File: src/rtl/uart_pkg.sv
// Shared definitions for the uart_tx arbiter: one-hot FSM encoding, baud constants
// and a small index-to-one-hot helper.
package uart_pkg;

   localparam int CLK_FREQ = 50_000_000;
   localparam int UART_BPS = 115_200;
   localparam int BPS_CNT  = CLK_FREQ / UART_BPS;

   localparam logic [4:0] ST_IDLE_OH      = 5'b00001;
   localparam logic [4:0] ST_LAUNCH_OH    = 5'b00010;
   localparam logic [4:0] ST_WAIT_BUSY_OH = 5'b00100;
   localparam logic [4:0] ST_WAIT_DONE_OH = 5'b01000;
   localparam logic [4:0] ST_GAP_OH       = 5'b10000;

   typedef enum logic [4:0] {
      ST_IDLE      = ST_IDLE_OH,
      ST_LAUNCH    = ST_LAUNCH_OH,
      ST_WAIT_BUSY = ST_WAIT_BUSY_OH,
      ST_WAIT_DONE = ST_WAIT_DONE_OH,
      ST_GAP       = ST_GAP_OH
   } arb_state_t;

   function automatic logic [7:0] onehot8(input logic [2:0] idx);
      return 8'b0000_0001 << idx;
   endfunction

endpackage

File: src/rtl/uart_rr_pick.sv
// Rotating-priority encoder: returns the first set bit of valid scanning upward
// from ptr+1 with wrap-around.
module uart_rr_pick #(
   parameter int N = 4
) (
   input  logic [N-1:0] valid,
   input  logic [2:0]   ptr,
   output logic         hit,
   output logic [2:0]   idx
);

   int best_d;
   int d;

   // d is each requester's distance behind ptr; the smallest valid distance wins.
   always_comb begin
      hit    = 1'b0;
      idx    = '0;
      best_d = N;
      d      = 0;
      for (int i = 0; i < N; i++) begin
         d = (i > int'(ptr)) ? (i - int'(ptr) - 1) : (i + N - int'(ptr) - 1);
         if (valid[i] && (d < best_d)) begin
            best_d = d;
            hit    = 1'b1;
            idx    = 3'(i);
         end
      end
   end

endmodule

File: src/rtl/uart_tx_arbiter.sv
// Round-robin, packet-locking arbiter that shares one uart_tx among N_REQ byte producers
// and sequences launch, busy handshake and the inter-byte guard gap.
module uart_tx_arbiter
   import uart_pkg::*;
#(
   parameter int N_REQ        = 4,
   parameter int BUSY_TIMEOUT = 8,
   parameter int GAP_CYCLES   = 16,
   parameter int CNT_W        = 16
) (
   input  logic               sys_clk,
   input  logic               sys_rst,
   input  logic [N_REQ-1:0]   req_valid,
   input  logic [8*N_REQ-1:0] req_data,
   input  logic [N_REQ-1:0]   req_last,
   output logic [N_REQ-1:0]   req_ready,
   output logic               uart_en,
   output logic [7:0]         uart_din,
   input  logic               uart_tx_busy,
   output logic [2:0]         grant_id,
   output logic               lock_active,
   output logic               err_timeout,
   output arb_state_t         fsm_state
);

   // Handshake: a requester offers a byte by holding req_valid with stable req_data/req_last;
   // the byte is consumed in the single cycle req_ready is high, which coincides with uart_en.

   localparam logic [CNT_W-1:0] TO_LAST  = (BUSY_TIMEOUT > 0) ? CNT_W'(BUSY_TIMEOUT - 1) : '0;
   localparam logic [CNT_W-1:0] GAP_LAST = (GAP_CYCLES > 0)   ? CNT_W'(GAP_CYCLES - 1)   : '0;

   arb_state_t       state_q;
   arb_state_t       state_d;
   logic [CNT_W-1:0] cnt_q;
   logic [2:0]       ptr_q;
   logic [2:0]       sel_q;
   logic [2:0]       pick_idx;
   logic             pick_hit;
   logic [N_REQ-1:0] elig;
   logic [7:0]       sel_data;
   logic             sel_last;

   // While a packet is locked only the owner is visible to the picker.
   assign elig = lock_active ? (req_valid & N_REQ'(onehot8(grant_id))) : req_valid;

   uart_rr_pick #(
      .N (N_REQ)
   ) u_pick (
      .valid (elig),
      .ptr   (ptr_q),
      .hit   (pick_hit),
      .idx   (pick_idx)
   );

   always_comb begin
      sel_data = '0;
      sel_last = 1'b0;
      for (int i = 0; i < N_REQ; i++) begin
         if (sel_q == 3'(i)) begin
            sel_data = req_data[8*i +: 8];
            sel_last = req_last[i];
         end
      end
   end

   always_comb begin
      state_d = state_q;
      unique case (state_q)
         ST_IDLE: begin
            if (!uart_tx_busy && pick_hit) state_d = ST_LAUNCH;
         end
         ST_LAUNCH: begin
            state_d = ST_WAIT_BUSY;
         end
         ST_WAIT_BUSY: begin
            if (uart_tx_busy)            state_d = ST_WAIT_DONE;
            else if (cnt_q >= TO_LAST)   state_d = ST_GAP;
         end
         ST_WAIT_DONE: begin
            if (!uart_tx_busy) state_d = ST_GAP;
         end
         ST_GAP: begin
            if (cnt_q >= GAP_LAST) state_d = ST_IDLE;
         end
         default: state_d = ST_IDLE;
      endcase
   end

   always_ff @(posedge sys_clk or posedge sys_rst) begin
      if (sys_rst) state_q <= ST_IDLE;
      else         state_q <= state_d;
   end

   // Single shared counter: restarts on every state change, runs only where time is measured.
   always_ff @(posedge sys_clk or posedge sys_rst) begin
      if (sys_rst)                                              cnt_q <= '0;
      else if (state_d != state_q)                              cnt_q <= '0;
      else if ((state_q == ST_WAIT_BUSY) || (state_q == ST_GAP)) cnt_q <= cnt_q + 1'b1;
      else                                                      cnt_q <= '0;
   end

   always_ff @(posedge sys_clk or posedge sys_rst) begin
      if (sys_rst) begin
         req_ready   <= '0;
         uart_en     <= 1'b0;
         uart_din    <= '0;
         grant_id    <= '0;
         lock_active <= 1'b0;
         err_timeout <= 1'b0;
         ptr_q       <= 3'(N_REQ - 1);
         sel_q       <= '0;
      end else begin
         req_ready   <= '0;
         uart_en     <= 1'b0;
         err_timeout <= 1'b0;
         case (state_q)
            ST_IDLE: begin
               if (state_d == ST_LAUNCH) sel_q <= pick_idx;
            end
            ST_LAUNCH: begin
               req_ready   <= N_REQ'(onehot8(sel_q));
               uart_en     <= 1'b1;
               uart_din    <= sel_data;
               grant_id    <= sel_q;
               ptr_q       <= sel_q;
               lock_active <= ~sel_last;
            end
            ST_WAIT_BUSY: begin
               // uart_tx never acknowledged: drop the byte and abandon the packet.
               if (state_d == ST_GAP) begin
                  err_timeout <= 1'b1;
                  lock_active <= 1'b0;
               end
            end
            default: begin
            end
         endcase
      end
   end

   assign fsm_state = state_q;

endmodule
File: config.mk
export PLATFORM = sky130hd
export DESIGN_NAME = uart_tx_arbiter
export DESIGN_NICKNAME = d
export VERILOG_FILES = /design/src/rtl/uart_pkg.sv /design/src/rtl/uart_rr_pick.sv /design/src/rtl/uart_tx_arbiter.sv
export SDC_FILE = /design/constraint.sdc
export NUM_CORES = 1
export LEC_CHECK = 0
export CAP_MARGIN = 0
export CORE_ASPECT_RATIO = 1.4
export CORE_MARGIN = 2
export CORE_UTILIZATION = 46
export CTS_CLUSTER_SIZE = 10
export DETAILED_ROUTE_END_ITERATION = 8
export PLACE_DENSITY = 0.77
export RECOVER_POWER = 25
export SLEW_MARGIN = 20
export SYNTH_ARGS = -nofsm -noshare
export SYNTH_HDL_FRONTEND = slang
export SYNTH_SLANG_ARGS = --single-unit
File: constraint.sdc
create_clock -name sys_clk -period 5.7 [get_ports sys_clk]
set_input_delay 0.855 -clock sys_clk [delete_from_list [all_inputs] [get_ports sys_clk]]
set_output_delay 0.855 -clock sys_clk [all_outputs]
set_load 0.01 [all_outputs]
======== After elaboration in Yosys (flattened, before gate mapping) ========
Index checks and enable logic that the tools add are counted.
Widths: inputs -> output; s select.
word-level totals
  register bits ........................... 45
  input port bits ......................... 43
  output and inout bits ................... 23
  logic and storage cells ................. 97
operators by class
  add/subtract/negate cells ............... 15
  magnitude comparators ................... 9
  eq/ne operators ......................... 12
  shifts and indexed selects .............. 2
  muxes and demuxes ....................... 36
  bitwise logic cells ..................... 2
  reduce and logical (&&, ||, !) cells .... 11
operator list
  kind                   number
  $sub 32x2->32 const B  7
  $mux 32                6
  $lt 32x32->1           3
  $lt 32x4->1 const B    1
  $mux 16                2
  $mux 8                 4
  $mux 5                 5
  $pmux 5 s5             1
  $add 16x1->16 const B  1
  $ge 16x3->1 const B    1
  $ge 16x4->1 const B    1
  $sub 3x3->4 const A    4
  $mux 1                 13
  $eq 5x2->1 const B     2
  $eq 5x5->1 const B     2
  $mux 4                 2
  $shl 1x3->4 const A    2
  $sub 2x3->4 const A    2
  $eq 3x2->1 const B     2
  $gt 2x3->1 const A     2
  $eq 5x1->1 const B     1
  $eq 5x3->1 const B     1
  $eq 5x4->1 const B     1
  $logic_and 1x1->1      5
  other kinds (14)       16

======== Longest topological paths before layout ========
Gate-level depths: netlist of the first run.
  depth in word-level cells ............... 20
  depth in mapped cells ................... 31
  gate-level depth less buffers ........... 30

======== Modules after synthesis ========
A second synthesis of the first run with hierarchy kept.
second synthesis, totals
  cells, all modules ...................... 316
  area, all modules ....................... 3244.4 um2
modules (own cells, without submodules)
  module           times used  cells an instance  area an instance (um2)  seq. area each (um2)
  uart_tx_arbiter  1           161                2005.7                  1104.8
  uart_rr_pick     1           155                1238.7                  0.0

======== Least setup slack after synthesis of the first run ========
Ideal clock, no wire load.
  path kind ............................... register to register
  start ................................... register ptr_q[0]
  end ..................................... register sel_q[0]
  setup time .............................. 64 ps
  arrival ................................. 5990 ps
  required time ........................... 5636 ps
  setup slack ............................. -354 ps
  stages on the path, launching flop included .. 31
  buffers on the path ..................... 1
  clock period less this slack ............ 6054 ps
  cells stage by stage .................... dfstp_2 inv_1 ha_1 inv_1 ha_1 nor2b_4 o211a_1 nand2_1 inv_1 ha_1 nor4_1 o21ai_1 o21ai_2 a21oi_1 a31oi_1 ha_1 a211o_1 a31oi_1 a21oi_1 nand4b_4 o31ai_4 buf_4 a21oi_1 ha_1 o21a_1 o211ai_1 a41oi_1 a221o_1 a211o_1 a211oi_1 or3b_1
on the way
  longest elaborated chain between the ends .. 19
  elaborated cells between the ends (all ways) .. 43
  those cells by class .................... 14 x add/sub; 7 x order compare; 1 x eq/ne; 15 x mux; 6 x reduce/logical
RTL lines
  element                            RTL line                text
  start, declared                    uart_tx_arbiter.sv:35   logic [2:0] ptr_q;
  start signal, assigned             uart_tx_arbiter.sv:110  ptr_q <= 3'(N_REQ - 1);
  start signal, assigned             uart_tx_arbiter.sv:125  ptr_q <= sel_q;
  $sub 3x3->4                        uart_rr_pick.sv:22      d = (i > int'(ptr)) ? (i - int'(ptr) - 1) : (i + N - int'(ptr) - 1);
  $sub 32x2->32                      uart_rr_pick.sv:22
  $lt 32x4->1                        uart_rr_pick.sv:23      if (valid[i] && (d < best_d)) begin
  $logic_and 1x1->1                  uart_rr_pick.sv:23
  $mux 32                            uart_rr_pick.sv:23
  $lt 32x32->1                       uart_rr_pick.sv:23
  $logic_and 1x1->1                  uart_rr_pick.sv:23
  $mux 32                            uart_rr_pick.sv:23
  (+3 left out)                      n/a
  $lt 32x32->1                       uart_rr_pick.sv:23
  $logic_and 1x1->1                  uart_rr_pick.sv:23
  $mux 1                             uart_rr_pick.sv:23
  $logic_and 1x1->1                  uart_tx_arbiter.sv:70   if (!uart_tx_busy && pick_hit) state_d = ST_LAUNCH;
  $mux 5                             uart_tx_arbiter.sv:70
  $pmux 5 s5                         uart_tx_arbiter.sv:68   unique case (state_q)
  $eq 5x2->1                         uart_tx_arbiter.sv:118  if (state_d == ST_LAUNCH) sel_q <= pick_idx;
  $reduce_and 2->1 (no source line)  n/a
  end signal, assigned               uart_tx_arbiter.sv:118
  end, declared                      uart_tx_arbiter.sv:36   logic [2:0] sel_q;
Parallel ways exist; a longest one is shown, timed or not.
A chain may end at the register's enable or synchronous reset.

======== Final worst setup path of the first run ========
  start ................................... input port req_valid[0]
  end ..................................... register sel_q[0]
on the way
  longest elaborated chain between the ends .. 18
  elaborated cells between the ends (all ways) .. 24
  those cells by class .................... 3 x order compare; 1 x eq/ne; 13 x mux; 1 x bitwise; 6 x reduce/logical
RTL lines
  element                            RTL line                text
  start, declared                    uart_tx_arbiter.sv:13   input logic [N_REQ-1:0] req_valid,
  $and 4x4->4                        uart_tx_arbiter.sv:44   assign elig = lock_active ? (req_valid & N_REQ'(onehot8(grant_id))) : req_valid;
  $mux 4 (*)                         uart_tx_arbiter.sv:44
  $logic_and 1x1->1 (*)              uart_rr_pick.sv:23
  $mux 32                            uart_rr_pick.sv:23
  $lt 32x32->1                       uart_rr_pick.sv:23
  $logic_and 1x1->1                  uart_rr_pick.sv:23
  $mux 32                            uart_rr_pick.sv:23
  $lt 32x32->1                       uart_rr_pick.sv:23
  (+2 left out)                      n/a
  $lt 32x32->1                       uart_rr_pick.sv:23
  $logic_and 1x1->1                  uart_rr_pick.sv:23
  $mux 1                             uart_rr_pick.sv:23
  $logic_and 1x1->1                  uart_tx_arbiter.sv:70
  $mux 5                             uart_tx_arbiter.sv:70
  $pmux 5 s5                         uart_tx_arbiter.sv:68
  $eq 5x2->1                         uart_tx_arbiter.sv:118
  $reduce_and 2->1 (no source line)  n/a
Every way passes the cells marked *; elsewhere a longest branch is shown, timed or not.

==> metrics.md, run 1 <==
| Metric | Value |
|---|---|
| Largest net degree at the start of global routing | `43` |
| Fraction of layout instances using a drive strength above 1 | `27.40%` |
| Crit path DAT | `6.13 ns` |
| Minimum clock period | `5.893 ns` |
| Worst setup path class | `input port to flop` |
| Fillers | `roughly 450` |
| Root buffer cell | `clkbuf_8` |
| Power Dens Cells | `411.5 nW/µm²` |
| Failing checks | `capacitance limit, slew limit, setup timing` |
| Num Clock Sinks | `42` |
| Slew HR | `-43.53%` |
| Synth area leaders | `dfrtp_1 34%, ha_1 15%, mux4_2 7.0%` |
| Fin crit share | `103.4%` |
| PortBufs | `64` |
| Status | `complete, but fails checks` |
| RSZ-0062 raised after global routing | `true` |
| Initial core utilization | `47.22%` |
| Final GP Congestion | `0.8397` |
| Final setup vio count | `4` |
| Syn Inst Count | `296` |
| Clk pin slew, worst setup/hold paths | `about 0.09 ns` |
| Hpwl dp | `5.529 mm` |
| Ys async rst share | `100.0%` |
| Vias | `2699` |
| First-pass GRT wire length | `between 10 and 15 mm` |
| Synth Warn # | `0` |
| Slowest stage delay, CP | `0.49 ns` |
| Initial DRC Count | `176` |
| CTS buffer count | `5` |
| Setup crit end kind | `flop` |
| Die H | `98.16 µm` |
| Synth-to-Final Area Change | `53.95%` |
| Post-CTS Hold Buffers | `0` |
| CTS tree | `yes` |
| VDD IR-drop max | `0.0003368 V` |
| Worst reg2reg startpoint | `ptr_q[0]` |
| Detail Route Antenna Nets | `0` |
| Final non-filler cell total | `510` |
| Post-synth EDFFs | `0` |
| Fmax | `169.7 MHz` |
| Mapped cell area | `2913 µm²` |
| Skew-Pair Late Insertion Delay | `approximately 0.30 ns` |
| MaxCap Viol Count | `1` |
| Hold Path Depth | `1` |
| Most frequent cells in the layout | `62 x clkdlybuf4s50_1, 54 x buf_4, 41 x nand2_1` |
| Clk_skew | `0.01102 ns` |
| DRC violations left | `0` |
| FF-to-FF setup slack | `-0.18 ns` |
| Element type at the critical path start | `input port` |
| Avg Inst Size Synth | `about 9.8 µm²` |
| Post-synth top area cell | `dfrtp_1` |
| Cell Chain, Critical Path | `clkdlybuf4s50_1 -> and3_4 -> inv_1 -> ha_1 -> nor4_4 -> o21ai_4 -> o21ai_4 -> a21oi_2 -> a31oi_2 -> ha_1 -> a211o_1 -> a31oi_2 -> a21oi_1 -> nand4b_4 -> o31ai_4 -> a21oi_2 -> ha_1 -> o21a_1 -> o211ai_1 -> a41oi_2 -> a221o_1 -> a211o_1 -> a211oi_2 -> or3b_1` |
| Antenna violations before repair | `0` |
| Worst Hold Launch | `cnt_q[0]` |
| Most common cell after layout, fill and taps aside | `clkdlybuf4s50_1` |
| Fin worst setup slack | `-0.1925 ns` |
| IO Pins | `66` |
| Core Region | `6168 µm²` |
| Final Slew Violations | `43` |
| Antenna fix cells | `0` |
| Final instance area | `4484 µm²` |
| Distinct cell type count after synthesis | `52` |
| Worst-Margin Slew | `about 2.2 ns` |
| Critical path's slowest cell | `clkdlybuf4s50_1` |
| Hold slack final | `0.4614 ns` |
| Hold EP | `cnt_q[0]` |
| Dominant synthesized flop cell | `dfrtp_1` |
| Crit-path max FO | `6` |
| DP Worst Slack | `-0.6655 ns` |
| Crit path top cell by count | `ha_1` |
| GRT overflow | `0` |
| Worst EP required | `5.94 ns` |
| Register bit count reported by yosys | `42` |
| Max H-tree Level | `2` |
| Placed cells | `roughly 480` |
| Gr usage total | `21.83%` |
| Wire per inst | `15.07 µm` |
| R2R Path End | `sel_q[0]` |
| Top cell type's share of synthesized area | `approximately a third` |
| Final nets | `514` |
| Die area | `6994 µm²` |
| Worst Reg-to-Reg Cells | `26` |
| DIE WIDTH | `71.26 µm` |
| Sequential share of the synthesized area | `36.21%` |
| # rows | `34` |
| Longest Clk Path Bufs | `2` |
| Area after DPL | `4011 µm²` |
| TritonRoute pass-1 iters | `5` |
| Leak | `2.024 nW` |
| Final Hold Fails | `0` |
| Total wire length | `7.688 mm` |
| Vias in the first global route | `2775` |
| Drt via density | `5.292` |
| Power Total | `1.845 mW` |
| Worst min path class | `flop to flop` |
## final cells by class
type                            instances  area (µm²)  share of cell area (%)
Multi-Input combinational cell        246        2048                   45.68
Timing Repair Buffer                  121        1072                   23.91
Sequential cell                        42        1055                   23.52
Tap cell                               72       90.09                   2.009
Inverter                               21       81.33                   1.814
Clock buffer                            5       68.82                   1.535
Clock inverter                          3       68.82                   1.535
## worst max path at each step
| stage | end | slack [ns] | startpoint | cells after the start |
|---|---|---|---|---|
| after CTS | sel_q[0] | -0.02 | ptr_q[0] | 29 |
| after detailed placement | sel_q[0] | -0.67 | req_valid[0] | 23 |
| after floorplan | fsm_state[0] | -0.12 | ptr_q[0] | 30 |
| final | sel_q[0] | -0.19 | req_valid[0] | 24 |
| after global placement | fsm_state[0] | -0.37 | req_valid[0] | 23 |
| after global routing | sel_q[0] | -0.46 | req_valid[0] | 24 |
## logic make-up (layout without fill, tap and decap cells)
group,after synthesis,count (layout),synth area share (%)
buf+inv,28,150,3.866
other cells,2,22,0.2578
mux,16,16,9.493
compound gates,59,59,15.38
xor+xnor,6,6,1.804
flops,42,42,36.21
simple gates,109,109,18.39
fa+ha+maj,34,34,14.60
## timing repair
item / CTS / global route
resized for setup: 28 / 8
cloned: 0 / 0
pin swaps: 17 / 4
setup buffers: 17 / 4
endpoints found under the setup margin: 4 / 4
## stage by stage
stage	utilization, %	setup TNS, ns
floorplan	-	-0.2316
global route	72.70	-1.710
CTS	71.38	-0.02248
detailed placement	65.03	-2.347
global placement	65.03	-1.216
finish	72.70	-0.6505
## sequential cells by signal, summed over array words and instances, names as in the netlist, 2 cells and up
| register | flops |
|---|---|
| ptr_q | 2 |
| uart_din | 8 |
| fsm_state | 5 |
| cnt_q | 16 |
| sel_q | 2 |
| req_ready | 4 |
| grant_id | 2 |
## critical path: cells and delay by family
kind,cells,cell delay (ns)
AND/OR/NAND/NOR,4,0.89
AO/OA/AOI/OAI,15,3.00
buffers and inverters,2,0.55
adder cells (fa/ha/maj),3,0.84
## routing by layer
layer	part of all wire, %	up-vias	GRT usage (%)
li1	-	1313	-
met1	38	1303	23.55
met2	56	68	42.02
met3	3.6	15	3.302
met4	2.1	0	7.257
met5	0	-	0
## synthesized netlist by cell type, drive strengths merged, types with 2 or more instances
| cell type | instances |
|---|---|
| a211o | 4 |
| a211oi | 3 |
| a21oi | 12 |
| a22oi | 2 |
| a31oi | 4 |
| a41oi | 2 |
| and3 | 4 |
| buf | 4 |
| clkbuf | 3 |
| conb | 2 |
| dfrtp | 39 |
| dfstp | 3 |
| ha | 34 |
| inv | 21 |
| mux2 | 3 |
| mux2i | 4 |
| mux4 | 9 |
| nand2 | 44 |
| nand2b | 3 |
| nand3 | 9 |
| nand3b | 2 |
| nand4 | 2 |
| nor2 | 24 |
| nor2b | 5 |
| nor3 | 5 |
| nor4 | 6 |
| o211ai | 5 |
| o21a | 3 |
| o21ai | 13 |
| o31ai | 2 |
| xor2 | 5 |
## report_power, final
group | switching (mW) | internal, mW
combinational | 0.516 | 0.605
clock | 0.103 | 0.175
sequential | 0.0798 | 0.367
total | 0.699 | 1.15
Power figures use the tool's default switching activity.
==> inputs of run 2 (changes only) <==
--- a/config.mk
+++ b/config.mk
@@ -17,3 +17,4 @@
 export SYNTH_ARGS = -nofsm -noshare
 export SYNTH_HDL_FRONTEND = slang
 export SYNTH_SLANG_ARGS = --single-unit
+export TNS_END_PERCENT = 50
==> metrics.md, run 2 (synthesized netlist as in run 1, its figures left out) <==
| Metric | Value |
|---|---|
| Status | `complete, but fails checks` |
| Failing checks | `capacitance limit, slew limit, setup timing` |
| Core Region | `6168 µm²` |
| Fin crit share | `103.1%` |
| Worst-Margin Slew | `2.148 ns` |
| Vias in the first global route | `about 2.8k` |
| Crit path DAT | `6.11 ns` |
| Crit path top cell by count | `ha_4` |
| Skew-Pair Late Insertion Delay | `between 0.2 and 0.3 ns` |
| Most common cell after layout, fill and taps aside | `clkdlybuf4s50_1` |
| Largest net degree at the start of global routing | `43` |
| Antenna fix cells | `0` |
| Synth-to-Final Area Change | `53.78%` |
| Max reg flops | `16` |
| First-pass GRT wire length | `12.25 mm` |
| VDD IR-drop max | `about 0.00034 V` |
| Final non-filler cell total | `509` |
| Final nets | `513` |
| Fin worst setup slack | `-0.1749 ns` |
| Placed cells | `about 480` |
| Reg area | `1055 µm²` |
| Antenna violations before repair | `0` |
| Buf/Inv on CP | `3` |
| CTS tree | `yes` |
| TritonRoute pass-1 iters | `4` |
| Fraction of layout instances using a drive strength above 1 | `between 20% and 30%` |
| Drt via density | `5.295` |
| Minimum clock period | `roughly 6 ns` |
| Worst setup path class | `flop to flop` |
| Worst EP required | `5.93 ns` |
| Slowest stage delay, CP | `0.58 ns` |
| Initial core utilization | `47.22%` |
| Num Clock Sinks | `42` |
| Most frequent cells in the layout | `62 x clkdlybuf4s50_1, 53 x buf_4, 41 x nand2_1` |
| MaxCap Viol Count | `1` |
| Final Hold Fails | `0` |
| Crit-path leading delay family | `compound AO/OA/AOI/OAI gates` |
| Gr usage total | `a little over a fifth` |
| PortBufs | `64` |
| Element type at the critical path start | `flop` |
| Fmax | `170.2 MHz` |
| Crit-path max FO | `6` |
| Leak | `2.018 nW` |
| Initial DRC Count | `169` |
| Root buffer cell | `clkbuf_8` |
| Slew HR | `-43.18%` |
| Setup crit end kind | `flop` |
| Power Total | `1.841 mW` |
| Die H | `98.16 µm` |
| Wire per inst | `15.15 µm` |
| Fillers | `454` |
| Final Slew Violations | `43` |
| IO Pins | `66` |
| Detail Route Antenna Nets | `0` |
| # rows | `34` |
| Vias | `2695` |
| Total wire length | `7.709 mm` |
| RSZ-0062 raised after global routing | `true` |
| Hpwl dp | `5.529 mm` |
| Longest Clk Path Bufs | `2` |
| GRT overflow | `0` |
| CTS buffer count | `5` |
| Critical path's slowest cell | `dfstp_2` |
| Worst min path class | `flop to flop` |
| Power Dens Cells | `411.1 nW/µm²` |
| Clk_skew | `0.01132 ns` |
| Die area | `6994 µm²` |
| Final setup vio count | `4` |
| Final GP Congestion | `0.8397` |
| Max H-tree Level | `2` |
| DIE WIDTH | `71.26 µm` |
| Clk pin slew, worst setup/hold paths | `0.09 ns` |
| DRC violations left | `0` |
| Area of the multi-input gates | `2051 µm²` |
| Post-CTS Hold Buffers | `0` |
| Most flops, register | `cnt_q` |
-- run 2: timing repair --
item | 4_1_cts | 5_1_grt
endpoints found under the setup margin | 4 | 4
pin swaps | 17 | 3
gates resized for setup | 28 | 9
setup buffers | 16 | 4
-- run 2: through the flow --
| step | hold WS (ns) | setup WS [ns] | TNS [ns] | instance area, µm² | utilization, % |
|---|---|---|---|---|---|
| final | 0.4613 | -0.1749 | -0.5895 | 4479 | 72.62 |
| after global routing | 0.4910 | -0.4517 | -1.685 | 4479 | 72.62 |
| after CTS | 0.4688 | -0.01978 | -0.02248 | 4395 | 71.26 |
| after detailed placement | 0.4572 | -0.6655 | -2.347 | 4011 | 65.03 |
| after global placement | 0.4478 | -0.3729 | -1.216 | 4011 | 65.03 |
| after floorplan | 0.4329 | -0.1205 | -0.2316 | 3048 | - |
-- run 2: area by class of cell --
cell class	count	area share, %
Sequential cell	42	23.55
Timing Repair Buffer	120	23.77
Inverter	21	1.816
Clock inverter	3	1.536
Tap cell	72	2.011
Clock buffer	5	1.536
Multi-Input combinational cell	246	45.78
-- run 2: path summary, 6_finish.rpt --
path                       cells past startpoint  slack (ns)          end     start
max in group asynchronous                      3        2.69     cnt_q[4]   sys_rst
setup reg to reg                              29       -0.17     sel_q[0]  ptr_q[0]
min in group asynchronous                      3        1.78  uart_din[5]   sys_rst
hold reg to reg                                1        0.46     cnt_q[0]  cnt_q[0]
hold / removal                                 1        0.46     cnt_q[0]  cnt_q[0]
setup / recovery                              29       -0.17     sel_q[0]  ptr_q[0]
-- run 2: report_power, final --
part | internal [mW] | switching (mW) | total (mW)
registers | 0.367 | 0.0800 | 0.447
logic | 0.604 | 0.514 | 1.12
clock network | 0.175 | 0.102 | 0.277
total | 1.15 | 0.695 | 1.84
-- run 2: per-layer routing --
| layer | track usage [%] | wire length, µm |
|---|---|---|
| met3 | 3.302 | 310 |
| met4 | 7.692 | 178 |
| met5 | 0 | 0 |
| met1 | 23.42 | 2896 |
| met2 | 41.81 | 4324 |
